`config.mk`:
```
export PLATFORM = sky130hd
export DESIGN_NAME = layer_mac_sequencer_flat
export DESIGN_NICKNAME = d
export VERILOG_FILES = /design/src/rtl/layer_mac_sequencer_if.sv /design/src/rtl/layer_mac_sequencer.sv /design/src/flat_wrapper.sv
export SDC_FILE = /design/constraint.sdc
export NUM_CORES = 1
export LEC_CHECK = 0
export CAP_MARGIN = 20
export CORE_AREA = 5 5 42 44
export CTS_CLUSTER_DIAMETER = 80
export DETAILED_ROUTE_END_ITERATION = 12
export DIE_AREA = 0 0 47 49
export SLEW_MARGIN = 40
export SYNTH_ARGS = -nofsm -noshare
export SYNTH_HDL_FRONTEND = slang
export SYNTH_SLANG_ARGS = --single-unit
```
`constraint.sdc`:
```
create_clock -name clk -period 1.4 [get_ports clk]
set_input_delay 0.14 -clock clk [delete_from_list [all_inputs] [get_ports clk]]
set_output_delay 0.14 -clock clk [all_outputs]
set_load 0.005 [all_outputs]
```
`src/rtl/layer_mac_sequencer_if.sv`:
```
// layer_mac_sequencer_if
// Bundles the layer-controller handshake and the MAC-datapath control
// signals of one fully connected layer sequencer.
//
// Handshake: start is a level request sampled on a falling clock edge only
// while the sequencer is idle or done; ack is a per-operand acceptance
// sampled on a falling edge only while running. Each sampled ack retires
// exactly one operand. ack_mac is a held level, not a pulse.
interface layer_mac_sequencer_if #(
    parameter int N_IN  = 2,
    parameter int N_OUT = 2
);
    localparam int IW = ($clog2(N_IN + 1) < 1) ? 1 : $clog2(N_IN + 1);
    localparam int OW = ($clog2(N_OUT) < 1) ? 1 : $clog2(N_OUT);

    logic          start;
    logic          ack;
    logic [IW-1:0] sel_in;
    logic [OW-1:0] sel_out;
    logic          acc_clr;
    logic          acc_last;
    logic          is_bias;
    logic          neuron_done;
    logic          busy;
    logic          ack_mac;
    logic [1:0]    state_dbg;

    modport slave (
        input  start, ack,
        output sel_in, sel_out, acc_clr, acc_last, is_bias,
               neuron_done, busy, ack_mac, state_dbg
    );

    modport master (
        output start, ack,
        input  sel_in, sel_out, acc_clr, acc_last, is_bias,
               neuron_done, busy, ack_mac, state_dbg
    );
endinterface

```
`src/rtl/layer_mac_sequencer.sv`:
```
// layer_mac_sequencer
// Steps operand index (sel_in) and neuron index (sel_out) for one fully
// connected layer, one operand per MAC ack, and raises a held layer-complete
// flag (ack_mac) after the last operand of the last neuron.
// All state changes on the falling clock edge; rst is asynchronous, active high.
// Optional build macro LAYER_SEQ_BIAS_EN adds a bias operand slot at
// sel_in == N_IN to every neuron.
// state_dbg exposes the FSM state: 0 = IDLE, 1 = RUN, 2 = DONE.
module layer_mac_sequencer #(
    parameter int N_IN  = 2,
    parameter int N_OUT = 2
) (
    input  logic                    clk,
    input  logic                    rst,
    layer_mac_sequencer_if.slave    bus
);
    localparam int IW = ($clog2(N_IN + 1) < 1) ? 1 : $clog2(N_IN + 1);
    localparam int OW = ($clog2(N_OUT) < 1) ? 1 : $clog2(N_OUT);

`ifdef LAYER_SEQ_BIAS_EN
    localparam int LAST_IN = N_IN;
`else
    localparam int LAST_IN = N_IN - 1;
`endif

    localparam logic [IW-1:0] LAST_IN_V  = IW'(LAST_IN);
    localparam logic [OW-1:0] LAST_OUT_V = OW'(N_OUT - 1);

    typedef enum logic [1:0] {
        S_IDLE = 2'd0,
        S_RUN  = 2'd1,
        S_DONE = 2'd2
    } state_t;

    state_t        r_state;
    logic [IW-1:0] r_sel_in;
    logic [OW-1:0] r_sel_out;
    logic          r_neuron_done;
    logic          r_ack_mac;

    logic          w_run;
    logic          w_is_bias;

    // Sequencer FSM: indices, neuron pulse and layer-complete flag.
    always_ff @(negedge clk or posedge rst) begin
        if (rst) begin
            r_state       <= S_IDLE;
            r_sel_in      <= '0;
            r_sel_out     <= '0;
            r_neuron_done <= 1'b0;
            r_ack_mac     <= 1'b0;
        end else begin
            r_neuron_done <= 1'b0;
            case (r_state)
                S_IDLE, S_DONE: begin
                    // ack is ignored here; start restarts from operand 0 of neuron 0
                    if (bus.start) begin
                        r_state   <= S_RUN;
                        r_sel_in  <= '0;
                        r_sel_out <= '0;
                        r_ack_mac <= 1'b0;
                    end
                end
                S_RUN: begin
                    // start is ignored while running
                    if (bus.ack) begin
                        if (r_sel_in == LAST_IN_V) begin
                            r_sel_in      <= '0;
                            r_neuron_done <= 1'b1;
                            if (r_sel_out == LAST_OUT_V) begin
                                r_state   <= S_DONE;
                                r_ack_mac <= 1'b1;
                                r_sel_out <= '0;
                            end else begin
                                r_sel_out <= r_sel_out + OW'(1);
                            end
                        end else begin
                            r_sel_in <= r_sel_in + IW'(1);
                        end
                    end
                end
                default: begin
                    r_state <= S_IDLE;
                end
            endcase
        end
    end

    assign w_run = (r_state == S_RUN);

`ifdef LAYER_SEQ_BIAS_EN
    assign w_is_bias = w_run && (r_sel_in == IW'(N_IN));
`else
    assign w_is_bias = 1'b0;
`endif

    assign bus.sel_in      = r_sel_in;
    assign bus.sel_out     = r_sel_out;
    assign bus.acc_clr     = w_run && (r_sel_in == '0);
    assign bus.acc_last    = w_run && (r_sel_in == LAST_IN_V);
    assign bus.is_bias     = w_is_bias;
    assign bus.neuron_done = r_neuron_done;
    assign bus.busy        = w_run;
    assign bus.ack_mac     = r_ack_mac;
    assign bus.state_dbg   = r_state;
endmodule

```
`src/flat_wrapper.sv`:
```
// flat-port wrapper written by rule: the top's interface ports become plain ports
module layer_mac_sequencer_flat 
#(
    parameter int N_IN  = 2,
    parameter int N_OUT = 2
)
  (clk, rst, bus_start, bus_ack, bus_sel_in, bus_sel_out, bus_acc_clr, bus_acc_last, bus_is_bias, bus_neuron_done, bus_busy, bus_ack_mac, bus_state_dbg);
  layer_mac_sequencer_if #(.N_IN(N_IN), .N_OUT(N_OUT)) bus_i ();
  input  logic clk;
  input  logic rst;
  input wire logic [$bits(bus_i.start)-1:0] bus_start;
  input wire logic [$bits(bus_i.ack)-1:0] bus_ack;
  output wire logic [$bits(bus_i.sel_in)-1:0] bus_sel_in;
  output wire logic [$bits(bus_i.sel_out)-1:0] bus_sel_out;
  output wire logic [$bits(bus_i.acc_clr)-1:0] bus_acc_clr;
  output wire logic [$bits(bus_i.acc_last)-1:0] bus_acc_last;
  output wire logic [$bits(bus_i.is_bias)-1:0] bus_is_bias;
  output wire logic [$bits(bus_i.neuron_done)-1:0] bus_neuron_done;
  output wire logic [$bits(bus_i.busy)-1:0] bus_busy;
  output wire logic [$bits(bus_i.ack_mac)-1:0] bus_ack_mac;
  output wire logic [$bits(bus_i.state_dbg)-1:0] bus_state_dbg;
  assign bus_i.start = bus_start;
  assign bus_i.ack = bus_ack;
  assign bus_sel_in = bus_i.sel_in;
  assign bus_sel_out = bus_i.sel_out;
  assign bus_acc_clr = bus_i.acc_clr;
  assign bus_acc_last = bus_i.acc_last;
  assign bus_is_bias = bus_i.is_bias;
  assign bus_neuron_done = bus_i.neuron_done;
  assign bus_busy = bus_i.busy;
  assign bus_ack_mac = bus_i.ack_mac;
  assign bus_state_dbg = bus_i.state_dbg;
  layer_mac_sequencer #(.N_IN(N_IN), .N_OUT(N_OUT)) u_core (.clk(clk), .rst(rst), .bus(bus_i));
endmodule
```
; Word-level counts from Yosys, hierarchy flattened
; Cells that the tools add are included.
; Widths: inputs -> output; s select.
[word_totals]
reg_bits = 7
latch_bits = 0
ramBits = 0
rom_bits = 0
inputBits = 4
out_inout_bits = 11
elab_cells = 45
memories = 0
[classes]
add_sub_neg = 2
multipliers = 0
n_div = 0
order_cmp = 0
n_eq_ne = 7
shift = 0
muxes = 21
bitwise_logic = 0
reduce_logical = 10
[op_table]
columns = op, count
row1 = $mux 2, 7
row2 = $mux 1, 10
row3 = $pmux 2 s2, 2
row4 = $reduce_and 4->1, 2
row5 = $ne 2x2->1 const B, 3
row6 = $reduce_and 5->1, 1
row7 = $eq 2x1->1 const B, 2
row8 = $logic_not 2->1, 2
row9 = $pmux 1 s2, 2
row10 = $reduce_and 3->1, 1
row11 = $add 2x1->2 const B, 1
row12 = $eq 2x2->1 const B, 1
row13 = $logic_and 1x1->1, 2
row14 = $ne 2x1->1 const B, 1
row15 = $reduce_bool 2->1, 1
row16 = $reduce_or 2->1, 1
row17 = $add 1x1->1 const B, 1

; Depth between registers and ports, before layout
[depth]
word_depth = 5
depth_mapped = 3
ltp_nobuf = 3

==> qor.yml <==
outcome:
  outcome: "complete, but fails checks"
  violations: "negative setup slack"
clock_tree:
  cts.sinks: 7
  clk_path_buf_depth: 2
  ctsHtreeMaxLevel: 1
  tritoncts: "yes"
  cts_made_buffers: 3
  clk_pin_slew_ns: 0.04
  cts_root_buf: "clkbuf_4"
  cts_hold_buf: 0
  clkLatencyLatePin_ns: 0.27
route:
  vias_per_cell: 4.49
  drc_errors: 0
  vias: 368
  drt-wirelength-per-cell_um: 12.5
  routed_wl_um: 1020
  drtAntennaViolNets: 0
  drt_iter0_drc: 4
  firstDrtPassIters: 3
power:
  power_frac_clock_pct: 15.9
  leakage_nw: 0.354
  p_sw_share_pct: 33.1
  seq_power_share_pct: 25.5
  internal_power_uw: 807
  peakVddDrop_mv: 0.938
  power_switching_uw: 399
  power_frac_comb_pct: 58.6
  p_per_area_nw_per_um2: 1890
global_route:
  gr-total-overflow: 0
  antenna_found_initial: 0
  grt_pass1_vias: 380
  grt_pass1_wl_um: 1710
  grt_max_degree: 8
  grtUsageTotal_pct: 10.9
finish:
  fin_util_pct: 45.5
  nNetsFinal: 71
  final_area_sq_um: 638
  final.fill_count: 152
  syn_to_final_growth_pct: 81.5
  drive_above_1_share_pct: 56.1
  diodes: 0
  ff_latch_area_sq_um: 175
  multiInputGateArea_sq_um: 180
placed_design:
  io_buffers: 13
  dp_hpwl_um: 719
  place_area_sq_um: 571
  gp_congestion: 0.767
  dp_slack_ns: -0.627
hold_path:
  whs_endpoint: "u_core.bus.ack_mac$_DFFE_NP0P_"
  min-delay-start: "u_core.bus.ack_mac$_DFFE_NP0P_"
  hold_depth: 2
  min_path_type: "register to register"
job:
  maxCapViolations: 0
yosys:
  synth_largest_area_cell: "dfrtn_1"
  postSynthCellCount: 34
  syn_avg_cell_area_sq_um: 10.3
  yosysSeqAreaShare_pct: 49.8
  synthFlopType: "dfrtn_1"
  synthTopCellsByArea: "dfrtn_1 (50%), nand2b_1 (7.1%), a21o_1 (6.4%)"
  syn_area_sq_um: 352
  yosys.cell_types.count: 19
  synth_nets: 38
  synth_most_common_cell: "dfrtn_1"
  synth_common_cells: "dfrtn_1 (7), nand2b_1 (4), a21o_1 (3), nor3b_1 (3)"
  synth.ff_latch_count: 7
  yosysWarnings: 0
  synth_enable_flop_cells: 0
  yosysTopAreaCellShare_pct: 49.8
  async_flop_share_pct: 100
floorplan:
  core_sq_um: 1400
  num_io_pins: 15
  start_util_pct: 25.1
  die_area_sq_um: 2300
  fp-row-count: 14
  die_y_um: 49
  die_w_um: 47
timing:
  setup_viol: 10
  whs_ns: 0.512
  postLayoutSetupSlackWorst_ns: -0.580
  finalHoldViolations: 0
  skew_ns: 0.00443
  setup_tns_ns: -3.65
  rsz0062_at_grt: "yes"
  slew_viol_final: 0
critical_path:
  end_kind: "primary output"
  crit_fanout: 3
  max_stage_delay_ns: 0.42
  r2r_start: "u_core.bus.sel_in[0]$_DFFE_NP0P_"
  worst_r2r_endpoint: "u_core.bus.state_dbg[0]$_DFFE_NP0P_"
  crit_slowest_cell: "dfrtn_1"
  start_kind: "register"
  worst_ep_required_time_ns: 1.26
  rr_worst_depth: 6
  critical_path_class: "register to primary output"
  r2r_slack_ns: 0.14
  setup.worst_path.start: "u_core.bus.state_dbg[0]$_DFFE_NP0P_"
  critical_path_arrival_ns: 1.84
  crit_chain: "buf_6 -> nand2b_4 -> nor3b_2 -> buf_2"
routing by layer:
| layer | track usage [%] | vias up | part of all wire [%] | wire length (um) |
|---|---|---|---|---|
| li1 | - | 181 | - | - |
| met1 | 12.4 | 172 | 40 | 405 |
| met2 | 15.8 | 11 | 52 | 535 |
| met3 | 3.69 | 4 | 5.0 | 51 |
| met4 | 8.29 | 0 | 2.8 | 29 |
| met5 | 0 | - | 0 | 0 |
power by group through the flow:
stage,combinational (mW),clock (mW),sequential [mW]
after detailed placement,0.655,0,0.319
final,0.707,0.192,0.307
after global placement,0.649,0,0.319
after CTS,0.618,0.199,0.308
after global routing,0.770,0.218,0.315
after floorplan,0.214,0,0.354
timing repair:
item | 4_1_cts | 5_1_grt
setup buffers | 4 | 5
pin swaps | 0 | 1
hold endpoints to repair | 0 | 0
setup endpoints to repair | 17 | 14
gates resized for setup | 48 | 6
cell families (layout without fill, tap and decap cells):
family                 Yosys count  count (layout)  share of synthesized area, %
other                            1               1                          1.07
buffers and inverters            4              36                          5.34
AO/OA/AOI/OAI                    6               6                          13.2
AND/OR/NAND/NOR                 15              15                          28.1
flip-flops                       7               7                          49.8
XOR/XNOR                         1               1                          2.49
registers in the layout (all words and copies together), names as in the netlist:
register                cells
u_core.bus.sel_out          1
u_core.bus.state_dbg        2
u_core.bus.sel_in           2
u_core.bus.neuron_done      1
u_core.bus.ack_mac          1
cells in the final DEF, fill, tap and decap left out, drive strengths merged:
cell type      count
o211a              1
xnor2              1
clkdlybuf4s50      1
nor3               2
conb               1
dlygate4sd2        1
o311ai             1
nand3              1
or4                1
o21ai              1
buf               26
nor3b              3
clkbuf             6
inv                2
dfrtn              7
a21o               3
nor4b              1
nand2              2
nand2b             4
nor2               1
worst max-delay path, delay by kind of cell (launching register included):
| kind | cells | cell delay [ns] |
|---|---|---|
| buffers and inverters | 2 | 0.24 |
| and+or+nand+nor | 2 | 0.21 |
| DFF | 1 | 0.42 |
per-stage QoR:
stage / std cells / power, mW
2_1_floorplan: 34 / 0.569
3_3_place_gp: 70 / 0.968
3_5_place_dp: 70 / 0.974
4_1_cts: 78 / 1.13
5_1_grt: 82 / 1.30
6_report: 82 / 1.21
worst max path at each step:
stage | to | slack, ns | depth (start not counted)
2_1_floorplan | bus_acc_clr | -0.24 | 2
3_3_place_gp | bus_acc_clr | -0.63 | 3
3_5_place_dp | bus_acc_last | -0.63 | 3
4_1_cts | bus_acc_last | -0.58 | 4
5_1_grt | bus_acc_last | -0.64 | 4
6_report | bus_acc_last | -0.58 | 4
area by class of cell:
| class | count | share of cell area [%] |
|---|---|---|
| Clock buffer | 4 | 4.12 |
| Inverter | 2 | 1.18 |
| Multi-Input combinational cell | 23 | 28.2 |
| Sequential cell | 7 | 27.5 |
| Tap cell | 16 | 3.14 |
| Timing Repair Buffer | 30 | 35.9 |
No activity file was read; power rests on OpenSTA's default activity.
